===== src/rtl/riscv_pkg.sv =====
// Shared integer-core types for the operand-fetch slice: word width,
// register index type and the hardwired-zero register.
package riscv_pkg;

   localparam int XLEN  = 32;
   localparam int NREGS = 32;

   typedef logic [XLEN-1:0] word;
   typedef logic [4:0]      reg_idx_t;

   localparam reg_idx_t REG_ZERO = 5'd0;

   // x0 never carries a dependency; every other index can
   function automatic logic tracked(input reg_idx_t idx);
      return (idx != REG_ZERO);
   endfunction

endpackage


===== src/rtl/operand_fetch_if.sv =====
// Bundle of the decode, register-file, writeback and execute-side signals
// of operand_fetch. The design uses the slave view, its environment the
// master view.
interface operand_fetch_if;
   import riscv_pkg::*;

   logic     in_valid;
   logic     in_ready;
   reg_idx_t in_rs1;
   reg_idx_t in_rs2;
   logic     in_use_rs1;
   logic     in_use_rs2;
   reg_idx_t in_rd;
   logic     in_rd_w;

   reg_idx_t rf_rs1_sel;
   reg_idx_t rf_rs2_sel;
   logic     rf_rs1_en;
   logic     rf_rs2_en;
   word      rf_rs1_data;
   word      rf_rs2_data;

   logic     wb_valid;
   reg_idx_t wb_rd;
   word      wb_data;

   logic     flush;

   logic     out_valid;
   logic     out_ready;
   word      out_rs1_val;
   word      out_rs2_val;
   reg_idx_t out_rd;

   modport slave (
      input  in_valid, in_rs1, in_rs2, in_use_rs1, in_use_rs2, in_rd, in_rd_w,
      output in_ready,
      output rf_rs1_sel, rf_rs2_sel, rf_rs1_en, rf_rs2_en,
      input  rf_rs1_data, rf_rs2_data,
      input  wb_valid, wb_rd, wb_data, flush,
      output out_valid, out_rs1_val, out_rs2_val, out_rd,
      input  out_ready
   );

   modport master (
      output in_valid, in_rs1, in_rs2, in_use_rs1, in_use_rs2, in_rd, in_rd_w,
      input  in_ready,
      input  rf_rs1_sel, rf_rs2_sel, rf_rs1_en, rf_rs2_en,
      output rf_rs1_data, rf_rs2_data,
      output wb_valid, wb_rd, wb_data, flush,
      input  out_valid, out_rs1_val, out_rs2_val, out_rd,
      output out_ready
   );

endinterface


===== src/rtl/operand_fetch_scoreboard.sv =====
// Busy-bit scoreboard for in-flight destinations. A set and a clear of the
// same register in one cycle leaves it busy. x0 is never marked busy.
// Three combinational query ports report the current busy state.
module opfetch_scoreboard
   import riscv_pkg::*;
(
   input  logic           clk,
   input  logic           rst_n,
   input  logic           set_en_i,
   input  reg_idx_t       set_idx_i,
   input  logic           clr_en_i,
   input  reg_idx_t       clr_idx_i,
   input  reg_idx_t [2:0] q_idx_i,
   output logic     [2:0] busy_o
);

   logic [NREGS-1:0] busy_q;
   logic [NREGS-1:0] busy_d;

   // Per-register next state: set beats clear, x0 stays clear
   always_comb begin
      busy_d = busy_q;
      for (int r = 0; r < NREGS; r++) begin
         busy_d[r] = (set_en_i && tracked(set_idx_i) && (set_idx_i == reg_idx_t'(r))) ? 1'b1 :
                     (clr_en_i && tracked(clr_idx_i) && (clr_idx_i == reg_idx_t'(r))) ? 1'b0 :
                     busy_q[r];
      end
   end

   // Busy vector register
   always_ff @(posedge clk or negedge rst_n) begin
      if (!rst_n) begin
         busy_q <= {NREGS{1'b0}};
      end else begin
         busy_q <= busy_d;
      end
   end

   // Combinational busy lookup for the three queried indices
   always_comb begin
      busy_o = 3'b000;
      for (int i = 0; i < 3; i++) begin
         busy_o[i] = busy_q[q_idx_i[i]];
      end
   end

endmodule


===== src/rtl/operand_fetch.sv =====
// Operand fetch stage: accepts decoded instructions, drives the register-file
// read ports, detects RAW/WAW hazards against the scoreboard and the held
// output instruction, and registers operands for execute one cycle later.
// Optional feature macro: OPFETCH_BYPASS_EN -- forward same-cycle writeback
// data to a matching source instead of stalling one cycle.
module operand_fetch
   import riscv_pkg::*;
(
   input  logic           clk,
   input  logic           rst_n,
   operand_fetch_if.slave bus
);

   logic     out_valid_q, out_valid_d;
   word      out_rs1_q,   out_rs1_d;
   word      out_rs2_q,   out_rs2_d;
   reg_idx_t out_rd_q,    out_rd_d;

   logic       src1_act_s, src2_act_s;
   logic       wb1_hit_s,  wb2_hit_s;
   logic       src1_haz_s, src2_haz_s;
   logic       waw_haz_s,  held_haz_s, hazard_s;
   logic       in_ready_s, accept_s, out_fire_s;
   logic [2:0] busy_s;
   word        op1_s, op2_s;

   // A source only matters when it is used and is not x0
   assign src1_act_s = bus.in_use_rs1 && tracked(bus.in_rs1);
   assign src2_act_s = bus.in_use_rs2 && tracked(bus.in_rs2);
   assign wb1_hit_s  = src1_act_s && bus.wb_valid && (bus.wb_rd == bus.in_rs1);
   assign wb2_hit_s  = src2_act_s && bus.wb_valid && (bus.wb_rd == bus.in_rs2);

`ifdef OPFETCH_BYPASS_EN
   // Writeback in flight resolves the dependency through the forward path
   assign src1_haz_s = src1_act_s && busy_s[0] && !wb1_hit_s;
   assign src2_haz_s = src2_act_s && busy_s[1] && !wb2_hit_s;
`else
   // Register file still shows the old value during writeback: wait a cycle
   assign src1_haz_s = src1_act_s && (busy_s[0] || wb1_hit_s);
   assign src2_haz_s = src2_act_s && (busy_s[1] || wb2_hit_s);
`endif

   assign waw_haz_s  = bus.in_rd_w && tracked(bus.in_rd) && busy_s[2];
   // The held op has not reached the scoreboard yet, so compare directly
   assign held_haz_s = out_valid_q && tracked(out_rd_q) &&
                       ((src1_act_s && (bus.in_rs1 == out_rd_q)) ||
                        (src2_act_s && (bus.in_rs2 == out_rd_q)) ||
                        (bus.in_rd_w && (bus.in_rd == out_rd_q)));
   assign hazard_s   = bus.in_valid && (src1_haz_s || src2_haz_s || waw_haz_s || held_haz_s);

   assign in_ready_s = !hazard_s && (!out_valid_q || bus.out_ready) && !bus.flush;
   assign accept_s   = bus.in_valid && in_ready_s;
   assign out_fire_s = out_valid_q && bus.out_ready && !bus.flush;

   assign bus.in_ready   = in_ready_s;
   assign bus.rf_rs1_sel = bus.in_rs1;
   assign bus.rf_rs2_sel = bus.in_rs2;
   assign bus.rf_rs1_en  = bus.in_valid && bus.in_use_rs1;
   assign bus.rf_rs2_en  = bus.in_valid && bus.in_use_rs2;

   assign bus.out_valid   = out_valid_q;
   assign bus.out_rs1_val = out_rs1_q;
   assign bus.out_rs2_val = out_rs2_q;
   assign bus.out_rd      = out_rd_q;

   opfetch_scoreboard u_sb (
      .clk       (clk),
      .rst_n     (rst_n),
      .set_en_i  (out_fire_s),
      .set_idx_i (out_rd_q),
      .clr_en_i  (bus.wb_valid),
      .clr_idx_i (bus.wb_rd),
      .q_idx_i   ({bus.in_rd, bus.in_rs2, bus.in_rs1}),
      .busy_o    (busy_s)
   );

   // Operand select: zero, forwarded writeback, or register-file data
   always_comb begin
      op1_s = {XLEN{1'b0}};
      op2_s = {XLEN{1'b0}};
      if (!src1_act_s) begin
         op1_s = {XLEN{1'b0}};
`ifdef OPFETCH_BYPASS_EN
      end else if (wb1_hit_s) begin
         op1_s = bus.wb_data;
`endif
      end else begin
         op1_s = bus.rf_rs1_data;
      end
      if (!src2_act_s) begin
         op2_s = {XLEN{1'b0}};
`ifdef OPFETCH_BYPASS_EN
      end else if (wb2_hit_s) begin
         op2_s = bus.wb_data;
`endif
      end else begin
         op2_s = bus.rf_rs2_data;
      end
   end

   // Output stage next state: flush kills, accept loads, handshake drains
   always_comb begin
      out_valid_d = out_valid_q;
      out_rs1_d   = out_rs1_q;
      out_rs2_d   = out_rs2_q;
      out_rd_d    = out_rd_q;
      if (bus.flush) begin
         out_valid_d = 1'b0;
      end else if (accept_s) begin
         out_valid_d = 1'b1;
         out_rs1_d   = op1_s;
         out_rs2_d   = op2_s;
         out_rd_d    = bus.in_rd_w ? bus.in_rd : REG_ZERO;
      end else if (out_fire_s) begin
         out_valid_d = 1'b0;
      end else begin
         out_valid_d = out_valid_q;
      end
   end

   // Output stage registers
   always_ff @(posedge clk or negedge rst_n) begin
      if (!rst_n) begin
         out_valid_q <= 1'b0;
         out_rs1_q   <= {XLEN{1'b0}};
         out_rs2_q   <= {XLEN{1'b0}};
         out_rd_q    <= REG_ZERO;
      end else begin
         out_valid_q <= out_valid_d;
         out_rs1_q   <= out_rs1_d;
         out_rs2_q   <= out_rs2_d;
         out_rd_q    <= out_rd_d;
      end
   end

endmodule


===== src/flat_wrapper.sv =====
// flat-port wrapper written by rule: the top's interface ports become plain ports
module operand_fetch_flat import riscv_pkg::*;
  (clk, rst_n, bus_in_valid, bus_in_rs1, bus_in_rs2, bus_in_use_rs1, bus_in_use_rs2, bus_in_rd, bus_in_rd_w, bus_in_ready, bus_rf_rs1_sel, bus_rf_rs2_sel, bus_rf_rs1_en, bus_rf_rs2_en, bus_rf_rs1_data, bus_rf_rs2_data, bus_wb_valid, bus_wb_rd, bus_wb_data, bus_flush, bus_out_valid, bus_out_rs1_val, bus_out_rs2_val, bus_out_rd, bus_out_ready);
  operand_fetch_if bus_i ();
  input  logic clk;
  input  logic rst_n;
  input wire logic [$bits(bus_i.in_valid)-1:0] bus_in_valid;
  input wire logic [$bits(bus_i.in_rs1)-1:0] bus_in_rs1;
  input wire logic [$bits(bus_i.in_rs2)-1:0] bus_in_rs2;
  input wire logic [$bits(bus_i.in_use_rs1)-1:0] bus_in_use_rs1;
  input wire logic [$bits(bus_i.in_use_rs2)-1:0] bus_in_use_rs2;
  input wire logic [$bits(bus_i.in_rd)-1:0] bus_in_rd;
  input wire logic [$bits(bus_i.in_rd_w)-1:0] bus_in_rd_w;
  output wire logic [$bits(bus_i.in_ready)-1:0] bus_in_ready;
  output wire logic [$bits(bus_i.rf_rs1_sel)-1:0] bus_rf_rs1_sel;
  output wire logic [$bits(bus_i.rf_rs2_sel)-1:0] bus_rf_rs2_sel;
  output wire logic [$bits(bus_i.rf_rs1_en)-1:0] bus_rf_rs1_en;
  output wire logic [$bits(bus_i.rf_rs2_en)-1:0] bus_rf_rs2_en;
  input wire logic [$bits(bus_i.rf_rs1_data)-1:0] bus_rf_rs1_data;
  input wire logic [$bits(bus_i.rf_rs2_data)-1:0] bus_rf_rs2_data;
  input wire logic [$bits(bus_i.wb_valid)-1:0] bus_wb_valid;
  input wire logic [$bits(bus_i.wb_rd)-1:0] bus_wb_rd;
  input wire logic [$bits(bus_i.wb_data)-1:0] bus_wb_data;
  input wire logic [$bits(bus_i.flush)-1:0] bus_flush;
  output wire logic [$bits(bus_i.out_valid)-1:0] bus_out_valid;
  output wire logic [$bits(bus_i.out_rs1_val)-1:0] bus_out_rs1_val;
  output wire logic [$bits(bus_i.out_rs2_val)-1:0] bus_out_rs2_val;
  output wire logic [$bits(bus_i.out_rd)-1:0] bus_out_rd;
  input wire logic [$bits(bus_i.out_ready)-1:0] bus_out_ready;
  assign bus_i.in_valid = bus_in_valid;
  assign bus_i.in_rs1 = bus_in_rs1;
  assign bus_i.in_rs2 = bus_in_rs2;
  assign bus_i.in_use_rs1 = bus_in_use_rs1;
  assign bus_i.in_use_rs2 = bus_in_use_rs2;
  assign bus_i.in_rd = bus_in_rd;
  assign bus_i.in_rd_w = bus_in_rd_w;
  assign bus_in_ready = bus_i.in_ready;
  assign bus_rf_rs1_sel = bus_i.rf_rs1_sel;
  assign bus_rf_rs2_sel = bus_i.rf_rs2_sel;
  assign bus_rf_rs1_en = bus_i.rf_rs1_en;
  assign bus_rf_rs2_en = bus_i.rf_rs2_en;
  assign bus_i.rf_rs1_data = bus_rf_rs1_data;
  assign bus_i.rf_rs2_data = bus_rf_rs2_data;
  assign bus_i.wb_valid = bus_wb_valid;
  assign bus_i.wb_rd = bus_wb_rd;
  assign bus_i.wb_data = bus_wb_data;
  assign bus_i.flush = bus_flush;
  assign bus_out_valid = bus_i.out_valid;
  assign bus_out_rs1_val = bus_i.out_rs1_val;
  assign bus_out_rs2_val = bus_i.out_rs2_val;
  assign bus_out_rd = bus_i.out_rd;
  assign bus_i.out_ready = bus_out_ready;
  operand_fetch u_core (.clk(clk), .rst_n(rst_n), .bus(bus_i));
endmodule

===== config.mk =====
export PLATFORM = sky130hd
export DESIGN_NAME = operand_fetch_flat
export DESIGN_NICKNAME = d
export VERILOG_FILES = /design/src/rtl/riscv_pkg.sv /design/src/rtl/operand_fetch_if.sv /design/src/rtl/operand_fetch_scoreboard.sv /design/src/rtl/operand_fetch.sv /design/src/flat_wrapper.sv
export SDC_FILE = /design/constraint.sdc
export NUM_CORES = 1
export LEC_CHECK = 0
export ABC_AREA = 0
export BUFFER_PORTS_ARGS = -buffer_cell sky130_fd_sc_hd__buf_4
export CAP_MARGIN = 5
export CORE_MARGIN = 1.5
export CORE_UTILIZATION = 30
export CTS_CLUSTER_DIAMETER = 50
export DETAILED_ROUTE_END_ITERATION = 12
export GPL_ROUTABILITY_DRIVEN = 0
export HOLD_SLACK_MARGIN = 0.06
export PLACE_DENSITY = 0.64
export REMOVE_ABC_BUFFERS = 1
export SKIP_CTS_REPAIR_TIMING = 1
export SYNTH_ARGS = -nofsm -noshare
export SYNTH_HDL_FRONTEND = slang
export SYNTH_SLANG_ARGS = --single-unit

===== constraint.sdc =====
create_clock -name clk -period 3.5 [get_ports clk]
set_clock_uncertainty 0.05 [all_clocks]
set_input_delay 0.175 -clock clk [delete_from_list [all_inputs] [get_ports clk]]
set_output_delay 0.175 -clock clk [all_outputs]
set_load 0.02 [all_outputs]

## Word level (Yosys, flattened, before mapping)

Cells that the tools add are included.

| word-level totals | value |
|---|---|
| register bits after elaboration | 102 |
| latch bits | 0 |
| RAM bits | 0 |
| memory bits (read-only) | 0 |
| output and inout bits | 83 |
| word-level logic and storage cells | 324 |
| memories kept | 0 |

| operators by class | value |
|---|---|
| add/subtract/negate cells | 0 |
| multiply operators | 0 |
| divide/modulo/power cells | 0 |
| magnitude comparators | 3 |
| equality and inequality tests | 67 |
| shift operators | 0 |
| multiplexer cells | 76 |
| bitwise logic cells | 1 |
| reduce and logical (&&, ||, !) cells | 141 |

Operators by type and width:

| operator | count |
|---|---|
| 5-bit equality test (second input constant) | 32 |
| 1-bit logical AND | 89 |
| 5-bit by 4-bit equality test with 1-bit output (second input constant) | 16 |
| 1-bit 2-to-1 mux | 70 |
| 32-bit 2-to-1 mux | 2 |
| 2-bit nonzero test | 32 |
| 5-bit by 3-bit equality test with 1-bit output (second input constant) | 8 |
| 5-bit equality test | 5 |
| 5-bit nonzero test | 5 |
| 5-bit by 2-bit equality test with 1-bit output (second input constant) | 4 |
| 5-bit by 6-bit less-than comparator with 1-bit output (second input constant) | 3 |
| 1-bit binary-select mux with 5-bit select | 3 |
| 5-bit by 1-bit equality test with 1-bit output (second input constant) | 2 |
| 5-bit logical NOT | 2 |
| 1-bit logical OR | 8 |
| 5-bit 2-to-1 mux | 1 |
| 1-bit logical NOT | 3 |
| 3-bit nonzero test | 1 |
| 2-bit AND reduction | 1 |
| 1-bit NOT | 1 |

## Depth between registers and ports, before layout

Gate-level depths: netlist of the first run.

| depth | value |
|---|---|
| depth in word-level cells | 16 |
| mapped depth | 11 |

## By module

From an unflattened synthesis of the first run, not the netlist that was laid out.

| unflattened totals | value |
|---|---|
| cell total of the unflattened synthesis | 614 |
| area total of the unflattened synthesis | 5861.9 um2 |

Modules (own cells, without submodules):

| module | instances | cells each | area each (um2) |
|---|---|---|---|
| operand_fetch | 1 | 361 | 3585.9 |
| opfetch_scoreboard | 1 | 253 | 2275.9 |

## Least setup slack after synthesis of the first run

OpenSTA, ideal clock, no wires.

| timing path | value |
|---|---|
| kind | register to output |
| start | register u_core.u_sb.busy_q[1] |
| end | output bus_in_ready |
| arrival time | 2403 ps |
| data required time | 3275 ps |
| slack | 872 ps |
| cell stages (with the launch flop) | 8 |
| buffers on the path | 0 |
| path through | dfrtp_1 > mux4_1 > nor2b_1 > a2111oi_2 > a311oi_1 > nor4_2 > nand3_1 > a221oi_1 |

| on the way | value |
|---|---|
| cells in the longest elaborated chain, start to end | 11 |
| elaborated cells between the ends (all ways) | 18 |
| classes of those cells | mux (6); reduce/logical (12) |

RTL lines:

| item | RTL line | text |
|---|---|---|
| from (decl) | operand_fetch_scoreboard.sv:17 | `logic [NREGS-1:0] busy_q;` |
| from (signal assigned) | operand_fetch_scoreboard.sv:33 | `busy_q <= {NREGS{1'b0}};` |
| from (signal assigned) | operand_fetch_scoreboard.sv:35 | `busy_q <= busy_d;` |
| 1-bit binary-select mux with 5-bit select | operand_fetch_scoreboard.sv:43 | `busy_o[i] = busy_q[q_idx_i[i]];` |
| 1-bit 2-to-1 mux (implied by the code) | operand_fetch_scoreboard.sv:43 |  |
| 1-bit logical OR, on equally long branches | operand_fetch.sv:39, operand_fetch.sv:40 |  |
| 1-bit logical AND, on equally long branches | operand_fetch.sv:39, operand_fetch.sv:40 |  |
| 1-bit logical OR | operand_fetch.sv:49 | `assign hazard_s = bus.in_valid && (src1_haz_s \|\| src2_haz_s \|\| waw_haz_s \|\| held_haz_s);` |
| 1-bit logical OR * (2 in series) | operand_fetch.sv:49 |  |
| 1-bit logical AND * | operand_fetch.sv:49 |  |
| 1-bit logical NOT * | operand_fetch.sv:51 | `assign in_ready_s = !hazard_s && (!out_valid_q \|\| bus.out_ready) && !bus.flush;` |
| 1-bit logical AND * (2 in series) | operand_fetch.sv:51 |  |
| to (decl) | flat_wrapper.sv:14 | `output wire logic [$bits(bus_i.in_ready)-1:0] bus_in_ready;` |

Mark *: on every way between the ends. The rest lies on a longest branch, timed or not. The select of a mux whose other input is x is not followed.

## Final worst setup path of the first run

Ends and elaborated chain as after synthesis.

==> results of run 1 <==
worst max-delay path: cells and delay by family (launching register included):
family          cells  cell delay [ps]
compound gates      3              890
flops               1              410
buf+inv             1              230
mux                 1              500
simple gates        3              610
state kept, by name, summed over array words and instances, names as in the netlist:
name,count
u_core.bus.out_rs2_val,32
u_core.bus.out_rd,5
u_core.u_sb.busy_q,32
u_core.bus.out_valid,1
u_core.bus.out_rs1_val,32
power by group through the flow:
stage          Sequential, mW  Clock [mW]  Combinational (mW)
2_1_floorplan            1.91           0               0.505
5_1_grt                  1.70        1.09                1.60
3_5_place_dp             1.68           0                1.42
6_report                 1.67        1.01                1.47
4_1_cts                  1.66        1.05                1.42
3_3_place_gp             1.68           0                1.40
placed cells by master (no fill, tap or decap), drive strengths merged, types with 2 or more instances in the layout:
cell,n
dfrtp,102
nand2b,4
a221oi,3
buf,179
mux4,15
o211ai,2
a21boi,2
dlygate4sd3,64
xnor2,7
and3,2
mux2i,87
a211oi,2
nor4,6
and2,3
nand3,18
nand3b,4
xor2,18
nor3,3
nor2,4
inv,74
a21oi,3
nor2b,8
mux2,3
o21ai,66
clkbuf,11
nand4,6
nand2,85
a31oi,2
or2,2
clkinv,2
final timing paths:
kind | endpoint | start | cells past startpoint
min in group asynchronous | u_core.u_sb.busy_q[29]$_DFFE_PN0P_ | rst_n | 3
worst min register to register | u_core.u_sb.busy_q[0]$_DFFE_PN0P_ | u_core.u_sb.busy_q[0]$_DFFE_PN0P_ | 0
worst max register to register | u_core.bus.out_rd[2]$_DFFE_PN0P_ | u_core.u_sb.busy_q[1]$_DFFE_PN0P_ | 8
worst min-delay path | u_core.bus.out_rs2_val[9]$_DFFE_PN0P_ | bus_rf_rs2_data[9] | 3
max in group asynchronous | u_core.bus.out_rs2_val[27]$_DFFE_PN0P_ | rst_n | 3
worst max-delay path | bus_in_ready | u_core.u_sb.busy_q[1]$_DFFE_PN0P_ | 8
through the flow:
stage                     setup TNS, ps  util (%)
after floorplan                 -138220         -
after detailed placement              0      37.1
after global placement                0      37.1
after CTS                             0      38.6
final                                 0      41.9
after global routing                  0      41.9
synth_stat cells, types with 5 or more instances:
cell type	instances
nor2b_1	8
mux4_1	5
mux4_2	10
buf_12	7
clkbuf_1	15
xnor2_1	7
xor2_1	18
dlygate4sd3_1	5
nor4_1	5
nand3_1	18
buf_4	11
buf_6	5
dfrtp_1	102
o21ai_0	64
nand2_1	85
mux2i_1	87
inv_1	72
nand4_1	6
logic make-up (layout without fill, tap and decap cells):
kind of cell    Yosys count  count (layout)
compound gates           87              87
xor+xnor                 25              25
buf+inv                 119             331
flops                   102             102
mux                     105             105
simple gates            147             147
metal layers:
layer	vias up	routed length [um]
li1	2380	-
met1	2442	7070
met2	172	8700
met3	28	803
met4	0	414
met5	-	0
area by class of cell:
type | count | share of cell area, %
multi-input combinational | 364 | 32.8
tap | 265 | 4.08
clock inverter | 5 | 0.647
inverter | 72 | 3.33
clock buffer | 11 | 2.99
sequential | 102 | 31.4
timing repair buffer | 243 | 24.7
==> impl_metrics.yaml, run 1 <==
route:
  routed_wl_um: 17000
  drc: 0
  vias: 5022
  postRouteAntennaNets: 0
  first_pass_iters: 4
  avgViaCountPerCell: 4.73
  wl_per_cell_um: 16.0
  first_iter_violations: 320
worst_setup_path:
  rrSetupSlack_ps: 690
  cp.required_ps: 3270
  arrival_ps: 3000
  setup.worst_path.start_class: "flip-flop"
  critical_path_class: "flip-flop to output pin"
  critPathMaxStageDelay_ps: 500
  critPathSlowestCell: "mux4_1"
  endpoint_kind: "output pin"
  path_cells: "mux4_1, nor2b_1, a2111oi_2, a311oi_1, nor4_2, nand3_1, a221oi_1, buf_4"
  critPathMaxFanout: 4
timing:
  hold-worst-slack_ps: 28.9
  hold_viol: 0
  min_period_over_period_pct: 92.1
  max-slew-margin-rel_pct: 45.9
  max_freq_mhz: 310
  maxSlewViolCount: 0
  min_period_ps: 3220
  fin_ws_ps: 278
  tightest_slew_ps: 805
  setup_viol: 0
  rsz0062_at_grt: "no"
synthesis:
  synthArstFlopShare_pct: 100
  synth_cells: 585
  synth_top_flop_cell: "dfrtp_1"
  synth_mux_area_share_pct: 21.4
  netlist_area_sq_um: 5900
  synth.avg_cell_area_sq_um: 10.1
  synthTopCellsByArea: "dfrtp_1 43%, mux2i_1 15%, o21ai_0 5.4%"
  synth-simple-area-share_pct: 11.7
  synth-seq-cells: 102
  synth.top_cell.area_share_pct: 43.3
  synthXorXnorAreaFrac_pct: 3.71
  synth_cell_type_count: 49
  synth_top_family_by_area: "multiplexers"
  yosysTopAreaCell: "dfrtp_1"
  synth-warning-count: 0
  synth-edff-count: 0
  synth_fa_ha_area_share_pct: 0
  yosysSeqAreaShare_pct: 43.3
  synth_compound_area_share_pct: 8.43
clocking:
  clk_root_buffer_cell: "clkbuf_16"
  clockBufferDepth: 2
  numCtsBuffers: 9
  clock_latency_ps: 350
  clkSinkCount: 102
  clk_pin_slew_worst_paths_ps: 70
  cts_max_level: 3
  cts_tree: "yes"
finish:
  design_area_sq_um: 8130
  final_layout_size_suffix_gt1_share_pct: 26.6
  seq_area_sq_um: 2550
  fillers: 1924
  multiInputGateArea_sq_um: 2670
  fin_cells: 1062
  antenna_cells: 0
  areaGrowthSynthToFinish_pct: 37.9
  fin_nets: 917
pwr:
  p_leak_nw: 4.19
  p_int_mw: 2.64
  power.density_nw_per_um2: 510
  ir_drop_mv: 0.246
  sw_frac_of_total_pct: 36.4
  power_switching_mw: 1.51
  pwr-share-seq_pct: 40.2
  clkPwrFrac_pct: 24.3
  power_mw: 4.15
  comb_power_share_pct: 35.5
hold_path:
  hold_path.class: "input port to flip-flop"
global_route:
  grt_pass1_vias: 4636
  grt_busiest_layer: "met2"
  grt.met2_usage_pct: 26.1
  grt_pass1_wl_um: 25100
  grt-ovfl-total: 0
  grt_max_degree: 103
  gr-usage-all-layers_pct: 15.9
  use_met3_pct: 2.62
  grtUsageMet1_pct: 20.8
  antenna_found_initial: 0
floorplanning:
  coreArea_sq_um: 19400
  initial_core_util_pct: 30.4
  die_x_um: 143
  dieArea_sq_um: 20500
  die_y_um: 143
  ios: 208
  placementRows: 51
status:
  outcome: "finished clean"
place:
  placed_area_sq_um: 7190
  pre_cts_ws_ps: 575
  dp_hpwl_um: 11500
  io_buffers: 175
  dp_cells: 982
run:
  max_cap_violations: 0
No activity file was read; power rests on OpenSTA's default activity.
==> run 2: changes to the inputs <==
--- a/config.mk
+++ b/config.mk
@@ -9,12 +9,12 @@
 export BUFFER_PORTS_ARGS = -buffer_cell sky130_fd_sc_hd__buf_4
 export CAP_MARGIN = 5
 export CORE_MARGIN = 1.5
-export CORE_UTILIZATION = 30
+export CORE_UTILIZATION = 45
 export CTS_CLUSTER_DIAMETER = 50
 export DETAILED_ROUTE_END_ITERATION = 12
 export GPL_ROUTABILITY_DRIVEN = 0
 export HOLD_SLACK_MARGIN = 0.06
-export PLACE_DENSITY = 0.64
+export PLACE_DENSITY = 0.84
 export REMOVE_ABC_BUFFERS = 1
 export SKIP_CTS_REPAIR_TIMING = 1
 export SYNTH_ARGS = -nofsm -noshare
==> run 2 against run 1 <==
Against the previous run:
- non-clock buffer count decreased by 7
- count of clock-buffer cells in the layout grew 1
- total power fell by 0.66%
- core utilization rose by 20 points
- clock power fell by 4%
- critical path type unchanged
- largest cell class unchanged
- global-route usage rose by 6.6 points
- sequential share of layout area increased by 0.84 points
- largest power group unchanged
- design area down 2.6%
- die area shrank 33%
==> impl_metrics.yaml, run 2 (synthesized netlist as in run 1, its figures left out) <==
status:
  outcome: "finished clean"
timing:
  hold-worst-slack_ps: 23.5
  setup_viol: 0
  rsz0062_at_grt: "no"
  tns_ps: 0
  tightest_slew_ps: 818
  maxSlewViolCount: 0
  hold_viol: 0
  max_freq_mhz: 329
  min_period_over_period_pct: 86.8
  max-slew-margin-rel_pct: 45.0
  fin_ws_ps: 461
  min_period_ps: 3040
route:
  vias: 5137
  first_pass_iters: 5
  first_iter_violations: 446
  drc: 0
  postRouteAntennaNets: 0
  wl_per_cell_um: 17.5
  routed_wl_um: 16800
  avgViaCountPerCell: 5.35
clocking:
  clkSinkCount: 102
  cts_tree: "yes"
  numCtsBuffers: 9
  clk_pin_slew_worst_paths_ps: 60
  cts_max_level: 3
  clk_root_buffer_cell: "clkbuf_16"
  clockBufferDepth: 2
  clock_latency_ps: 350
place:
  io_buffers: 175
  pre_cts_ws_ps: 643
  dp_hpwl_um: 10900
  placed_area_sq_um: 7070
  dp_cells: 890
run:
  max_cap_violations: 0
floorplanning:
  coreArea_sq_um: 12700
  initial_core_util_pct: 46.3
  die_x_um: 117
  ios: 208
  dieArea_sq_um: 13800
  die_y_um: 117
  placementRows: 41
global_route:
  antenna_found_initial: 0
  gr-usage-all-layers_pct: 22.5
  grt_pass1_wl_um: 24600
  grt_max_degree: 71
  grt_pass1_vias: 4733
  grt-ovfl-total: 0
worst_setup_path:
  setup.worst_path.start_class: "flip-flop"
  critPathMaxFanout: 4
  critical_path_class: "flip-flop to output pin"
  critPathMaxStageDelay_ps: 500
  critPathSlowestCell: "mux4_1"
  cp.required_ps: 3270
  crit_family: "compound AO/OA/AOI/OAI gates"
  path_cells: "mux4_1, nor2b_1, a2111oi_2, a311oi_1, nor4_2, nand3_1, a221oi_1, buf_4"
  endpoint_kind: "output pin"
  arrival_ps: 2810
  critPathBufInv: 1
finish:
  antenna_cells: 0
  fin_cells: 961
  final_layout_size_suffix_gt1_share_pct: 26.9
  fin_nets: 910
  fin_util_pct: 62.2
  mostFrequentLayoutCells: "179 x buf_4, 102 x dfrtp_1, 87 x mux2i_1"
  design_area_sq_um: 7920
  final_common_cell: "buf_4"
  areaGrowthSynthToFinish_pct: 34.3
  fillers: 1039
pwr:
  p_leak_nw: 4.15
  ir_drop_mv: 0.344
  power_mw: 4.12
  power.density_nw_per_um2: 521
hold_path:
  hold_path.class: "input port to flip-flop"
-- run 2: cell type report --
type	count	area, sq um	area share, %
Multi-Input combinational cell	364	2670	33.7
Tap cell	172	215	2.72
Clock buffer	12	256	3.24
Inverter	72	270	3.41
Sequential cell	102	2550	32.2
Clock inverter	3	27.5	0.348
Timing Repair Buffer	236	1920	24.3
-- run 2: tightest hold or removal path: cells and delay by family --
family,cells,cell delay (ps)
buf+inv,1,110
mux,1,50
simple gates,1,40
-- run 2: final timing paths --
kind | to | from | depth (start not counted) | slack, ps
max in group asynchronous | u_core.bus.out_rs1_val[2]$_DFFE_PN0P_ | rst_n | 3 | 2200
min in group asynchronous | u_core.u_sb.busy_q[30]$_DFFE_PN0P_ | rst_n | 2 | 380
setup reg to reg | u_core.bus.out_rd[2]$_DFFE_PN0P_ | u_core.u_sb.busy_q[1]$_DFFE_PN0P_ | 8 | 660
setup / recovery | bus_in_ready | u_core.u_sb.busy_q[1]$_DFFE_PN0P_ | 8 | 460
hold / removal | u_core.bus.out_rs1_val[28]$_DFFE_PN0P_ | bus_rf_rs1_data[28] | 3 | 20
hold reg to reg | u_core.u_sb.busy_q[0]$_DFFE_PN0P_ | u_core.u_sb.busy_q[0]$_DFFE_PN0P_ | 0 | 380
-- run 2: power by group --
| part | switching (mW) | internal (mW) | leakage [nW] | total, mW |
|---|---|---|---|---|
| combinational | 0.802 | 0.668 | 2.68 | 1.47 |
| clock | 0.439 | 0.525 | 0.137 | 0.965 |
| sequential | 0.240 | 1.45 | 1.33 | 1.69 |
-- run 2: per-layer routing --
layer | vias to the layer above | routed length (um) | track usage [%]
met2 | 237 | 8550 | 37.5
met4 | 0 | 501 | 10.2
met1 | 2483 | 6640 | 28.3
met5 | - | 0 | 0
met3 | 49 | 1130 | 4.70
li1 | 2368 | - | -
